## config.mk

```make
export PLATFORM = sky130hd
export DESIGN_NAME = fetch_unit
export DESIGN_NICKNAME = d
export VERILOG_FILES = /design/src/rtl/fetch_unit.sv
export SDC_FILE = /design/constraint.sdc
export NUM_CORES = 1
export LEC_CHECK = 0
export CAP_MARGIN = 40
export CORE_ASPECT_RATIO = 0.6
export CORE_MARGIN = 8
export CORE_UTILIZATION = 30
export DETAILED_ROUTE_END_ITERATION = 7
export DONT_BUFFER_PORTS = 1
export SLEW_MARGIN = 10
export SYNTH_ARGS = -nofsm -noshare
export SYNTH_HDL_FRONTEND = slang
export SYNTH_SLANG_ARGS = --single-unit
```

## constraint.sdc

```tcl
create_clock -name clk -period 3.29 [get_ports clk]
set_input_delay 0.1645 -clock clk [delete_from_list [all_inputs] [get_ports clk]]
set_output_delay 0.1645 -clock clk [all_outputs]
set_load 0.05 [all_outputs]
```

## src/rtl/fetch_unit.sv

```systemverilog
// Instruction fetch stage: assembles a 16-bit instruction (plus an optional operand byte)
// from an 8-bit memory port and hands it to the decoder with a dec_en/stall handshake.
module fetch_unit #(
  parameter logic [15:0] RESET_PC = 16'h0000
) (
  input  logic        clk,
  input  logic        rst,
  output logic        mem_req,
  output logic [15:0] mem_addr,
  input  logic        mem_ack,
  input  logic [7:0]  mem_rdata,
  input  logic        stall,
  input  logic        pc_load,
  input  logic [15:0] pc_target,
  output logic        dec_en,
  output logic [15:0] dec_inst,
  output logic [7:0]  dec_data,
  output logic [15:0] dec_pc
);

  typedef enum logic [2:0] {
    IDLE       = 3'd0,
    FETCH_HI   = 3'd1,
    FETCH_LO   = 3'd2,
    FETCH_DATA = 3'd3,
    ISSUE      = 3'd4
  } state_t;

  state_t      state_reg;
  logic        mem_req_reg;
  logic        dec_en_reg;
  logic [15:0] pc_reg;
  logic [7:0]  hi_reg;
  logic [7:0]  lo_reg;
  logic [7:0]  data_reg;
  logic        has_data;
  logic [15:0] pc_step;

  // One-argument opcode whose data source lies in 0x02xx/0x03xx carries an operand byte.
  assign has_data = (hi_reg[7:6] == 2'b10) && (hi_reg[2:1] == 2'b01);
  assign pc_step  = has_data ? 16'd3 : 16'd2;

  always_ff @(posedge clk) begin
    if (rst) begin
      state_reg   <= IDLE;
      mem_req_reg <= 1'b0;
      dec_en_reg  <= 1'b0;
      pc_reg      <= RESET_PC;
      hi_reg      <= 8'h00;
      lo_reg      <= 8'h00;
      data_reg    <= 8'h00;
    end else if (pc_load && (state_reg != IDLE)) begin
      // Redirect drops any byte acked this cycle and any held instruction.
      state_reg   <= FETCH_HI;
      mem_req_reg <= 1'b1;
      dec_en_reg  <= 1'b0;
      pc_reg      <= pc_target;
    end else begin
      case (state_reg)
        IDLE: begin
          state_reg   <= FETCH_HI;
          mem_req_reg <= 1'b1;
          dec_en_reg  <= 1'b0;
        end
        FETCH_HI: begin
          if (mem_ack) begin
            hi_reg    <= mem_rdata;
            data_reg  <= 8'h00;
            state_reg <= FETCH_LO;
          end
        end
        FETCH_LO: begin
          if (mem_ack) begin
            lo_reg <= mem_rdata;
            if (has_data) begin
              state_reg <= FETCH_DATA;
            end else begin
              state_reg   <= ISSUE;
              mem_req_reg <= 1'b0;
              dec_en_reg  <= 1'b1;
            end
          end
        end
        FETCH_DATA: begin
          if (mem_ack) begin
            data_reg    <= mem_rdata;
            state_reg   <= ISSUE;
            mem_req_reg <= 1'b0;
            dec_en_reg  <= 1'b1;
          end
        end
        ISSUE: begin
          if (!stall) begin
            pc_reg      <= pc_reg + pc_step;
            state_reg   <= FETCH_HI;
            mem_req_reg <= 1'b1;
            dec_en_reg  <= 1'b0;
          end
        end
        default: begin
          state_reg   <= IDLE;
          mem_req_reg <= 1'b0;
          dec_en_reg  <= 1'b0;
        end
      endcase
    end
  end

  // Byte address is the instruction start plus the offset of the byte being fetched.
  always_comb begin
    mem_addr = pc_reg;
    case (state_reg)
      FETCH_LO:   mem_addr = pc_reg + 16'd1;
      FETCH_DATA: mem_addr = pc_reg + 16'd2;
      default:    mem_addr = pc_reg;
    endcase
  end

  assign mem_req  = mem_req_reg;
  assign dec_en   = dec_en_reg;
  assign dec_inst = {hi_reg, lo_reg};
  assign dec_data = data_reg;
  assign dec_pc   = pc_reg;

endmodule
```

### Word level (Yosys, flattened, before mapping)

Cells that the tools add are included.

| operators by class | value |
|---|---|
| bitwise logic cells | 2 |
| reduce and logical (&&, ||, !) cells | 15 |
| mux-type cells | 26 |
| equality and inequality tests | 18 |
| $add $sub $neg | 3 |

Operators by type and width:

| cell | count |
|---|---|
| $mux W16 | 3 |
| $pmux W16 S2 | 1 |
| $add A16 B1 Y16 const B | 1 |
| $add A16 B2 Y16 | 1 |
| $add A16 B2 Y16 const B | 1 |
| $mux W8 | 2 |
| $pmux W8 S2 | 1 |
| $mux W3 | 5 |
| $ne A3 B3 Y1 const B | 5 |
| $pmux W3 S5 | 1 |
| $ne A2 B2 Y1 const B | 6 |
| $reduce_and A4 Y1 | 3 |
| $mux W1 | 11 |
| $reduce_and A5 Y1 | 2 |
| $eq A3 B2 Y1 const B | 2 |
| $reduce_and A3 Y1 | 2 |
| $pmux W1 S5 | 1 |
| $pmux W1 S4 | 1 |
| $reduce_bool A2 Y1 | 2 |
| $eq A3 B1 Y1 const B | 1 |
| $eq A3 B3 Y1 const B | 1 |
| $logic_not A3 Y1 | 1 |
| $reduce_bool A3 Y1 | 1 |
| $eq A2 B1 Y1 const B | 1 |
| 6 further kinds | 8 |

| word-level totals | value |
|---|---|
| bits in registers | 45 |
| input port bits | 29 |
| output and inout port bits | 58 |

### Longest topological paths before layout

Gate-level depths: netlist of run 1.

| logic depth | value |
|---|---|
| depth in word-level cells | 7 |
| mapped depth | 8 |
| depth with buffers taken out | 8 |

### Worst setup path after synthesis of run 1

No wires, ideal clock.

| timing path | value |
|---|---|
| kind | register to register |
| start point | register hi_reg[7] |
| end point | register pc_reg[8], in the netlist dec_pc[8] |
| cell stages (with the launch flop) | 9 |
| clock period less this slack | 2784 ps |
| slack | 506 ps |
| data arrival time | 2709 ps |
| data required time | 3216 ps |
| cells stage by stage | dfxtp_1 nor4bb_1 ha_1 inv_1 ha_1 nand3b_1 or2_2 or4_1 a31oi_1 |

| between the ends | value |
|---|---|
| word-level cells in the longest chain between the ends | 7 |

RTL lines:

| element | RTL line | source |
|---|---|---|
| from (decl) | 33 | `logic [7:0] hi_reg;` |
| from (signal assigned) | 67 | `hi_reg <= mem_rdata;` |
| $eq A2 B2 Y1 | 40 | `assign has_data = (hi_reg[7:6] == 2'b10) && (hi_reg[2:1] == 2'b01);` |
| $logic_and A1 B1 Y1 | 40 |  |
| $mux W1 | 41 | `assign pc_step = has_data ? 16'd3 : 16'd2;` |
| $add A16 B2 Y16 | 94 | `pc_reg <= pc_reg + pc_step;` |
| $mux W16 | 93 | `if (!stall) begin` |
| $mux W16 | 59 | `case (state_reg)` |
| $mux W16 | 52 | `end else if (pc_load && (state_reg != IDLE)) begin` |
| to (signal assigned) | 57 | `pc_reg <= pc_target;` |
| to (signal assigned) | 94 |  |
| to (decl) | 32 | `logic [15:0] pc_reg;` |

Every way passes these cells. The select of a mux whose other input is x is not followed.
A chain may end at the register's enable or synchronous reset.

### Final worst setup path of run 1

| timing path | value |
|---|---|
| start point | register hi_reg[2] |
| end point | register pc_reg[8], in the netlist dec_pc[8] |

| between the ends | value |
|---|---|
| word-level cells in the longest chain between the ends | 7 |

RTL lines:

| element | RTL line |
|---|---|
| $eq A2 B1 Y1 | 40 |
| $logic_and A1 B1 Y1 | 40 |
| $mux W1 | 41 |
| $add A16 B2 Y16 | 94 |
| $mux W16 | 93 |
| $mux W16 | 59 |
| $mux W16 | 52 |

Every way passes these cells. The select of a mux whose other input is x is not followed.

==> results of run 1 <==
## final timing paths
| check | startpoint | end | slack [ps] | cells after the start |
|---|---|---|---|---|
| worst max-delay path | hi_reg[2]$_SDFFE_PP0P_ | dec_pc[8]$_SDFFE_PP0P_ | 300 | 8 |
| worst min-delay path | mem_rdata[5] | hi_reg[5]$_SDFFE_PP0P_ | 10 | 2 |
| worst min register to register | dec_pc[12]$_SDFFE_PP0P_ | dec_pc[13]$_SDFFE_PP0P_ | 590 | 2 |
| worst max register to register | hi_reg[2]$_SDFFE_PP0P_ | dec_pc[8]$_SDFFE_PP0P_ | 300 | 8 |
## metrics by stage
stage           util  total power [mW]  instances  instance area (µm²)  hold WS, ps
2_1_floorplan      -              1.08        319                 2540          267
3_3_place_gp   0.340              1.21        443                 2840          243
3_5_place_dp   0.341              1.22        444                 2850          247
4_1_cts        0.365              1.82        454                 3050         4.62
5_1_grt        0.367              1.90        456                 3070         21.1
6_report       0.367              1.82        456                 3070         13.5
## cell type report
type	count	area, µm²	area share
clock buffer	7	143	0.0465
multi-input combinational	242	1500	0.490
clock inverter	1	30.0	0.00979
timing repair buffer	40	318	0.104
sequential	45	901	0.294
antenna	1	2.50	0.000816
inverter	8	30.0	0.00979
tap	112	140	0.0457
## Yosys cell counts (all sizes together), types with 2 or more instances
cell type	number	area [µm²]
a21oi	21	105
ha	5	62.6
and3	2	12.5
o2bb2ai	2	17.5
nor2b	4	25.0
mux2i	11	110
dfxtp	45	901
xor2	7	61.3
or3	5	31.3
nand4	7	43.8
nor3	9	45.0
nor4	7	43.8
clkbuf	20	75.1
o211ai	3	22.5
a311oi	4	35.0
o21ai	24	120
nand2	29	109
a21o	2	15.0
o31ai	3	22.5
and4	3	26.3
xnor2	9	78.8
buf	4	32.5
nor2	32	120
nand3	7	35.0
o22ai	3	18.8
o31a	3	26.3
a22oi	15	113
and2	4	25.0
inv	8	30.0
## cell usage in the layout (no fill, tap or decap), types with 3 or more instances in the layout
master	n
clkbuf_16	5
or3_1	5
xnor2_1	9
buf_4	37
xor2_1	7
inv_1	8
and2_1	4
nand4_1	7
a22oi_1	15
and4_1	3
nor2b_1	4
dfxtp_1	45
o22ai_1	3
o21ai_0	23
ha_1	5
nand2_1	29
nor2_1	32
a21oi_1	21
o31a_1	3
nor3_1	9
a311oi_1	4
o31ai_1	3
mux2i_1	11
o211ai_1	3
nor4_1	7
nand3_1	7
## where the power goes
group	internal, mW	switching, mW	total, mW
Sequential	0.586	0.125	0.711
Combinational	0.166	0.347	0.513
Clock	0.380	0.215	0.595
## kinds of logic after synthesis
logic type,count (synthesis)
compound gates,91
mux,11
simple gates,119
flops,45
xor+xnor,16
buf+inv,32
fa+ha+maj,5
## per-layer routing
layer,track usage,vias up,share of wire
met5,0,-,0.0010
met3,0.0541,7,0.12
li1,-,1212,-
met1,0.197,1213,0.44
met2,0.213,108,0.43
met4,0.0365,2,0.0056
## worst max-delay path: cells and delay by family, from the launching register on
kind            cells  cell delay (ps)
simple gates        4             1730
buf+inv             1               50
compound gates      1              180
fa+ha+maj           2              490
flops               1              490
==> summary.md, run 1 <==
| Metric | Value |
|---|---|
| CTS tree | built |
| Total GRT Usage | 0.146 |
| Inserted Clock Buffers | 5 |
| Clk sinks | 45 |
| First-pass GRT wire length | 13700 µm |
| Via count | 2542 |
| Clock slew at reported path FFs | 60 ps |
| Sequential share of the synthesized area | 0.355 |
| Final Hold Fails | 0 |
| Max VDD drop | 0.272 mV |
| Critical Path End Type | register |
| DRC violations left | 0 |
| CP peak stage delay | 580 ps |
| Synth Area in Simple Gates | 0.238 |
| PwrDens | 593 nW/µm² |
| Count of pins over their slew limit | 0 |
| Max-slew headroom | 0.469 |
| Post-synthesis mux area share | 0.0433 |
| Post-synth EDFFs | 0 |
| Max reg flops | 16 |
| WL final | 8720 µm |
| Cell Area, Synth | 2540 µm² |
| Starting Density | 0.304 |
| Ys flop type | dfxtp_1 |
| Setup TNS Final | 0 ps |
| Gr ovfl total | 0 |
| DP HPWL | 6510 µm |
| TritonRoute pass-1 iters | 5 |
| Die area | 11800 µm² |
| Worst Skew | 8.21 ps |
| Status | finished clean |
| Skew-Pair Late Insertion Delay | 290 ps |
| Cell count after synthesis | 319 |
| Compound-gate portion of the synthesized area | 0.230 |
| Static Leak | 1.18 nW |
| Largest net degree at the start of global routing | 37 |
| CP max FO | 8 |
| Syn nets | 353 |
| Final setup viols | 0 |
| DR iter-0 viols | 283 |
| Xor/xnor cell area share of the yosys netlist | 0.0551 |
| Crit path DAT | 3200 ps |
| DIE HEIGHT | 87.3 µm |
| Main combinational cell family by area after synthesis | simple AND/OR/NAND/NOR gates |
| Worst path cell trace | nor4bb_1 > ha_1 > inv_1 > ha_1 > nand3b_1 > or2_2 > or4_1 > a31oi_1 |
| Fin crit period | 2990 ps |
| Pin slew with the least headroom to its limit | 795 ps |
| Final ANT Viol Nets | 0 |
| Seq cells post-synth | 45 |
| Nets | 376 |
| I/O pin total | 87 |
| Fin crit share | 0.909 |
| CTS max path bufs | 2 |
| RD Place Congestion | 0.831 |
| Library cells used by synthesis | 51 |
| CTS resizes | 0 |
| # rows | 26 |
| Max_cap viols | 0 |
| HP Class | in -> reg |
| RSZ-0062 raised after global routing | false |
| Final Worst Setup Slack | 298 ps |
| Slowest library cell on the worst path | nor4bb_1 |
| Setup repair bufs after CTS | 0 |
| Syn avg cell area | 7.97 µm² |
| # fillers | 831 |
| Synth warn | 0 |
| Core Box Area | 8360 µm² |
| Setup CP Type | reg -> reg |
| Share of post-route cells with drive strength above 1 | 0.140 |
| Synth async-reset ratio | 0 |
| Post-Place Worst Slack | 313 ps |
| Area growth from synthesis to layout | 20.7% |
| Routed WL per cell | 19.1 µm |
| Die span in x | 135 µm |
| Vias in the first global route | 2417 |
| Max Freq | 334 MHz |
| Root Buffer | clkbuf_16 |
| CP most frequent cell | ha_1 |
| IO Port Bufs | 0 |
| CP Launch Type | register |
| H-tree depth | 2 |
| Via density | 5.57 |
| Adder-cell area share of the yosys netlist | 0.0246 |
| Antenna violations before repair | 2 |
| Crit path required time | 3500 ps |
| Hold_buf cts | 2 |
(Power assumes the default switching activity.)
==> run 2: changes to the inputs <==
--- a/config.mk
+++ b/config.mk
@@ -5,12 +5,14 @@
 export SDC_FILE = /design/constraint.sdc
 export NUM_CORES = 1
 export LEC_CHECK = 0
+export ABC_AREA = 1
 export CAP_MARGIN = 40
 export CORE_ASPECT_RATIO = 0.6
 export CORE_MARGIN = 8
 export CORE_UTILIZATION = 30
 export DETAILED_ROUTE_END_ITERATION = 7
 export DONT_BUFFER_PORTS = 1
+export SKIP_LAST_GASP = 1
 export SLEW_MARGIN = 10
 export SYNTH_ARGS = -nofsm -noshare
 export SYNTH_HDL_FRONTEND = slang
==> constraint.sdc (replaced) <==
create_clock -name clk -period 2.7 [get_ports clk]
set_input_delay 0.135 -clock clk [delete_from_list [all_inputs] [get_ports clk]]
set_output_delay 0.135 -clock clk [all_outputs]
set_load 0.05 [all_outputs]
==> run 2 against run 1 <==
Net effect: utilization fell by 1.1 points; count of clock-buffer cells in the layout down 2; synthesized cell count is 30% higher; power grew 20%.
==> summary.md, run 2 <==
| Metric | Value |
|---|---|
| Crit path required time | 2570 ps |
| Inserted Clock Buffers | 5 |
| Pin slew with the least headroom to its limit | 729 ps |
| Worst Skew | 6.20 ps |
| DP HPWL | 7300 µm |
| Crit path DAT | 2270 ps |
| Adder-cell area share of the yosys netlist | 0.0229 |
| RD Place Congestion | 0.856 |
| Syn nets | 450 |
| Cell Area, Synth | 2740 µm² |
| TritonRoute pass-1 iters | 5 |
| # fillers | 967 |
| Critical Path End Type | output port |
| Routed WL per cell | 17.0 µm |
| Clk sinks | 45 |
| Syn avg cell area | 6.57 µm² |
| Area leader, netlist | dfxtp_1 |
| Synth warn | 0 |
| Fin crit share | 0.890 |
| RSZ-0062 raised after global routing | false |
| Hold_sp | mem_rdata[2] |
| Dpl cells | 551 |
| CTS tree | built |
| Via density | 5.03 |
| Most common cell in the netlist | nand2_1 |
| Main combinational cell family by area after synthesis | simple AND/OR/NAND/NOR gates |
| Synth async-reset ratio | 0 |
| Max-slew headroom | 0.514 |
| First-pass GRT wire length | 14800 µm |
| Library cells used by synthesis | 35 |
| N_diodes | 0 |
| CTS max path bufs | 2 |
| Reg-to-Reg End | dec_pc[6]$_SDFFE_PP0P_ |
| Xor/xnor cell area share of the yosys netlist | 0.0416 |
| Post-synth EDFFs | 0 |
| Max VDD drop | 0.219 mV |
| Clock slew at reported path FFs | 60 ps |
| CP max FO | 11 |
| Commonest non-fill, non-tap cell in the layout | nand2_1 |
| Compound-gate portion of the synthesized area | 0.196 |
| Seq cells post-synth | 45 |
| Design Area, Final | 3210 µm² |
| Area taken by multi-input logic gates | 1540 µm² |
| Worst Hold End | dec_data[2]$_SDFFE_PP0P_ |
| Max Freq | 416 MHz |
| Hold_buf cts | 1 |
| Largest net degree at the start of global routing | 32 |
| Yosys top cell area share | 0.329 |
| CTS resizes | 0 |
| I/O pin total | 87 |
| DR iter-0 viols | 310 |
| Final ANT Viol Nets | 0 |
| Register area | 901 µm² |
| Fin crit period | 2400 ps |
| IO Port Bufs | 0 |
| Max reg flops | 16 |
| HP Class | in -> reg |
| Setup repair bufs after CTS | 0 |
| Starting Density | 0.303 |
| Synth Area in Simple Gates | 0.304 |
| WL final | 9510 µm |
| Gr ovfl total | 0 |
| Setup TNS Final | 0 ps |
| Vias in the first global route | 2613 |
| # rows | 27 |
| Via count | 2812 |
| Antenna violations before repair | 1 |
| Final setup viols | 0 |
| Finished Layout Cells | 559 |
| DRC violations left | 0 |
| Root Buffer | clkbuf_16 |
| Commonest non-fill, non-tap cells in the layout | 103 x nand2_1, 51 x a21oi_1, 47 x inv_1 |
| Count of pins over their slew limit | 0 |
| Worst-case reg-to-reg path depth | 10 |
| CP Launch Type | register |
| Nets | 477 |
| Reg2Reg Launch Point | hi_reg[7]$_SDFFE_PP0P_ |
| Core Box Area | 9020 µm² |
| Top post-synthesis cells by area | dfxtp_1 33%, nand2_1 14%, a21oi_1 9.3% |
| H-tree depth | 2 |
| Flop-to-flop setup slack | 550 ps |
| Post-synthesis mux area share | 0 |
| Cell count after synthesis | 416 |
| Hold slack | 4.21 ps |
| Max_cap viols | 0 |
| Final Hold Fails | 0 |
| Post-DP Area | 3030 µm² |
| Share of post-route cells with drive strength above 1 | 0.124 |
| Total GRT Usage | 0.146 |
| Hold path depth | 2 |
| Status | finished clean |
| Die span in x | 139 µm |
| Die area | 12500 µm² |
| Sequential share of the synthesized area | 0.329 |
| Static Leak | 1.26 nW |
| Final Worst Setup Slack | 298 ps |
| Ys flop type | dfxtp_1 |
| DIE HEIGHT | 90.0 µm |
| Post-Place Worst Slack | 580 ps |
| Most frequent cells after synthesis | 103 x nand2_1, 51 x a21oi_1, 47 x inv_1, 45 x dfxtp_1, 37 x nand3_1 |
| Setup CP Type | reg -> out |
| PwrDens | 679 nW/µm² |
| Skew-Pair Late Insertion Delay | 290 ps |
| Area growth from synthesis to layout | 17.2% |
==> run 2: worst max path at each step <==
stage	slack, ps	cells after the start	to	startpoint
6_report	300	6	mem_addr[15]	state_reg[1]$_SDFFE_PP0P_
4_1_cts	330	6	mem_addr[15]	state_reg[1]$_SDFFE_PP0P_
5_1_grt	120	7	mem_addr[15]	state_reg[1]$_SDFFE_PP0P_
2_1_floorplan	240	7	mem_addr[11]	dec_pc[2]$_SDFFE_PP0P_
3_3_place_gp	680	10	dec_pc[14]$_SDFFE_PP0P_	hi_reg[7]$_SDFFE_PP0P_
3_5_place_dp	580	10	dec_pc[14]$_SDFFE_PP0P_	hi_reg[7]$_SDFFE_PP0P_
==> run 2: logic make-up after synthesis <==
group / count (synthesis)
and+or+nand+nor: 189
buffers and inverters: 64
xor gates and xnor gates: 13
DFF: 45
AOI/OAI and AO/OA: 100
adders and majority gates: 5
==> run 2: worst max-delay path, cell delays in order, from the launching register on <==
cell,delay [ps]
dfxtp_1,430
inv_1,240
nor2_4,250
nand2_1,230
o21ai_1,310
nand4_1,120
nand2_1,390
==> run 2: cell type report <==
class | instances | share of cell area
multi-input cells | 307 | 0.481
well taps | 116 | 0.0453
repair buffers | 33 | 0.0812
clock buffers | 5 | 0.0390
flip-flops and latches | 45 | 0.281
inverters | 51 | 0.0613
clock inverters | 2 | 0.0109
==> run 2: power by group <==
group          leakage, nW  internal (mW)  switching (mW)
registers            0.366          0.714           0.125
clock network       0.0797          0.430           0.263
logic                0.818          0.172           0.472
==> run 2: per-layer routing <==
metal / part of all wire / global-route usage / vias to the layer above / routed length (µm)
met2: 0.41 / 0.214 / 101 / 3910
met3: 0.085 / 0.0485 / 15 / 807
met5: 0.0013 / 0 / - / 12
met1: 0.49 / 0.200 / 1271 / 4650
li1: - / - / 1423 / -
met4: 0.014 / 0.0391 / 2 / 129
==> run 2: per-stage QoR <==
stage / total power [mW] / util
3_5_place_dp: 1.48 / 0.336
2_1_floorplan: 1.32 / -
4_1_cts: 2.18 / 0.356
3_3_place_gp: 1.48 / 0.336
6_report: 2.18 / 0.356
5_1_grt: 2.26 / 0.356
==> run 3: changes to the inputs <==
--- a/config.mk
+++ b/config.mk
@@ -9,9 +9,10 @@
 export CAP_MARGIN = 40
 export CORE_ASPECT_RATIO = 0.6
 export CORE_MARGIN = 8
-export CORE_UTILIZATION = 30
+export CORE_UTILIZATION = 50
 export DETAILED_ROUTE_END_ITERATION = 7
 export DONT_BUFFER_PORTS = 1
+export PLACE_DENSITY = 0.68
 export SKIP_LAST_GASP = 1
 export SLEW_MARGIN = 10
 export SYNTH_ARGS = -nofsm -noshare
==> constraint.sdc (replaced) <==
create_clock -name clk -period 2.14 [get_ports clk]
set_input_delay 0.107 -clock clk [delete_from_list [all_inputs] [get_ports clk]]
set_output_delay 0.107 -clock clk [all_outputs]
set_load 0.05 [all_outputs]
==> run 3 against run 2 <==
Net effect: via count rose by 8.3%; routed wire length fell by 6.3%; critical path depth is 1 higher; cell count shrank 3.6%; register-to-register slack worse by 310 ps; non-clock buffer count increased by 27; utilization increased by 30 points; die area down 35%; count of clock-buffer cells in the layout unchanged; critical endpoint is now mem_addr[7].
==> summary.md, run 3 (synthesized netlist as in run 2, its figures left out) <==
| Metric | Value |
|---|---|
| Fin crit share | 0.956 |
| Skew-Pair Late Insertion Delay | 300 ps |
| CP Launch Type | register |
| Max-slew headroom | 0.538 |
| First-pass GRT wire length | 14000 µm |
| Core Box Area | 5410 µm² |
| Pin slew with the least headroom to its limit | 691 ps |
| Root Buffer | clkbuf_8 |
| IO Port Bufs | 0 |
| Max Freq | 489 MHz |
| PwrDens | 746 nW/µm² |
| RD Place Congestion | 0.956 |
| Commonest non-fill, non-tap cells in the layout | 101 x nand2_1, 51 x a21oi_1, 47 x inv_1 |
| Clk sinks | 45 |
| Design Area, Final | 3550 µm² |
| Inserted Clock Buffers | 5 |
| H-tree depth | 2 |
| Setup CP Type | reg -> out |
| Gr ovfl total | 0 |
| Max VDD drop | 0.451 mV |
| Max reg flops | 16 |
| # rows | 21 |
| Routed WL per cell | 16.5 µm |
| Area growth from synthesis to layout | 29.6% |
| Final setup viols | 0 |
| Max_cap viols | 0 |
| Die span in x | 111 µm |
| Via count | 3045 |
| Starting Density | 0.505 |
| RSZ-0062 raised after global routing | false |
| Finished Layout Cells | 539 |
| Share of post-route cells with drive strength above 1 | 0.187 |
| N_diodes | 0 |
| Post-DP Area | 3260 µm² |
| Die area | 8170 µm² |
| Nets | 504 |
| Setup TNS Final | 0 ps |
| DRC violations left | 0 |
| Vias in the first global route | 2637 |
| I/O pin total | 87 |
| Total GRT Usage | 0.213 |
| Critical Path End Type | output port |
| Dpl cells | 518 |
| CTS max path bufs | 2 |
| Worst Skew | 11.2 ps |
| TritonRoute pass-1 iters | 5 |
| HP Class | in -> reg |
| Crit path DAT | 1940 ps |
| Largest net degree at the start of global routing | 32 |
| Count of pins over their slew limit | 0 |
| Commonest non-fill, non-tap cell in the layout | nand2_1 |
| WL final | 8910 µm |
| CP max FO | 5 |
| Antenna violations before repair | 0 |
| Fin crit period | 2050 ps |
| DIE HEIGHT | 73.3 µm |
| Status | finished clean |
| Via density | 5.65 |
| DR iter-0 viols | 316 |
| Crit path required time | 2030 ps |
| Clock slew at reported path FFs | 80 ps |
| Final Hold Fails | 0 |
| Static Leak | 1.41 nW |
| Final ANT Viol Nets | 0 |
| DP HPWL | 6850 µm |
| CTS tree | built |
run 3: cell types whose count changed in the layout (fill, tap and decap cells not counted), sizes merged:
cell | previous run | this run
buf | 33 | 47
dlygate4sd3 | 0 | 13
run 3: routing by layer:
metal	vias to the layer above	routed length, µm	GRT usage
met5	-	0	0
met4	0	36	0.0308
met3	10	1070	0.0676
met2	170	3630	0.288
met1	1385	4190	0.318
li1	1480	-	-
run 3: worst max-delay path, cell delays in order (launching register included):
cell,delay (ps)
dfxtp_2,390
ha_1,250
inv_1,90
nor3_1,330
a21oi_1,110
o21ai_0,100
o211ai_1,180
buf_12,190
run 3: worst paths after layout:
kind,startpoint,depth (start not counted),slack [ps],to
worst max-delay path,dec_pc[1]$_SDFFE_PP0P_,7,90,mem_addr[7]
worst max register to register,hi_reg[1]$_SDFFE_PP0P_,10,240,dec_pc[14]$_SDFFE_PP0P_
worst min register to register,dec_pc[1]$_SDFFE_PP0P_,2,530,dec_pc[1]$_SDFFE_PP0P_
worst min-delay path,mem_rdata[5],2,8,lo_reg[5]$_SDFFE_PP0P_
run 3: power breakdown:
part	leakage [nW]	total, mW	switching [mW]	internal, mW
combinational	0.988	0.959	0.636	0.322
clock	0.0540	0.634	0.294	0.340
sequential	0.369	1.05	0.149	0.903
total	1.41	2.64	1.08	1.57
run 3: cell type report:
| type | count | area (µm²) |
|---|---|---|
| clock buffers | 5 | 68.8 |
| clock inverters | 2 | 35.0 |
| fillers | 464 | 1870 |
| inverters | 51 | 196 |
| multi-input cells | 307 | 1610 |
| flip-flops and latches | 45 | 910 |
| well taps | 69 | 86.3 |
| repair buffers | 60 | 641 |
run 3: per-stage QoR:
stage / setup WS [ps] / power, mW / hold WS (ps) / util
4_1_cts: 18.5 / 2.64 / 0.788 / 0.646
5_1_grt: 4.21 / 2.77 / 27.2 / 0.655
6_report: 94.9 / 2.64 / 8.11 / 0.655
3_3_place_gp: 244 / 1.96 / 175 / 0.603
3_5_place_dp: 174 / 1.97 / 179 / 0.603
2_1_floorplan: 3.78 / 1.68 / 169 / -
run 3: what timing repair did:
action                                  CTS  global route
hold buffers                             13             0
endpoints found under the hold margin    34             0
endpoints found under the setup margin    0            14
setup buffers                             0             0
gates resized for setup                   0            13
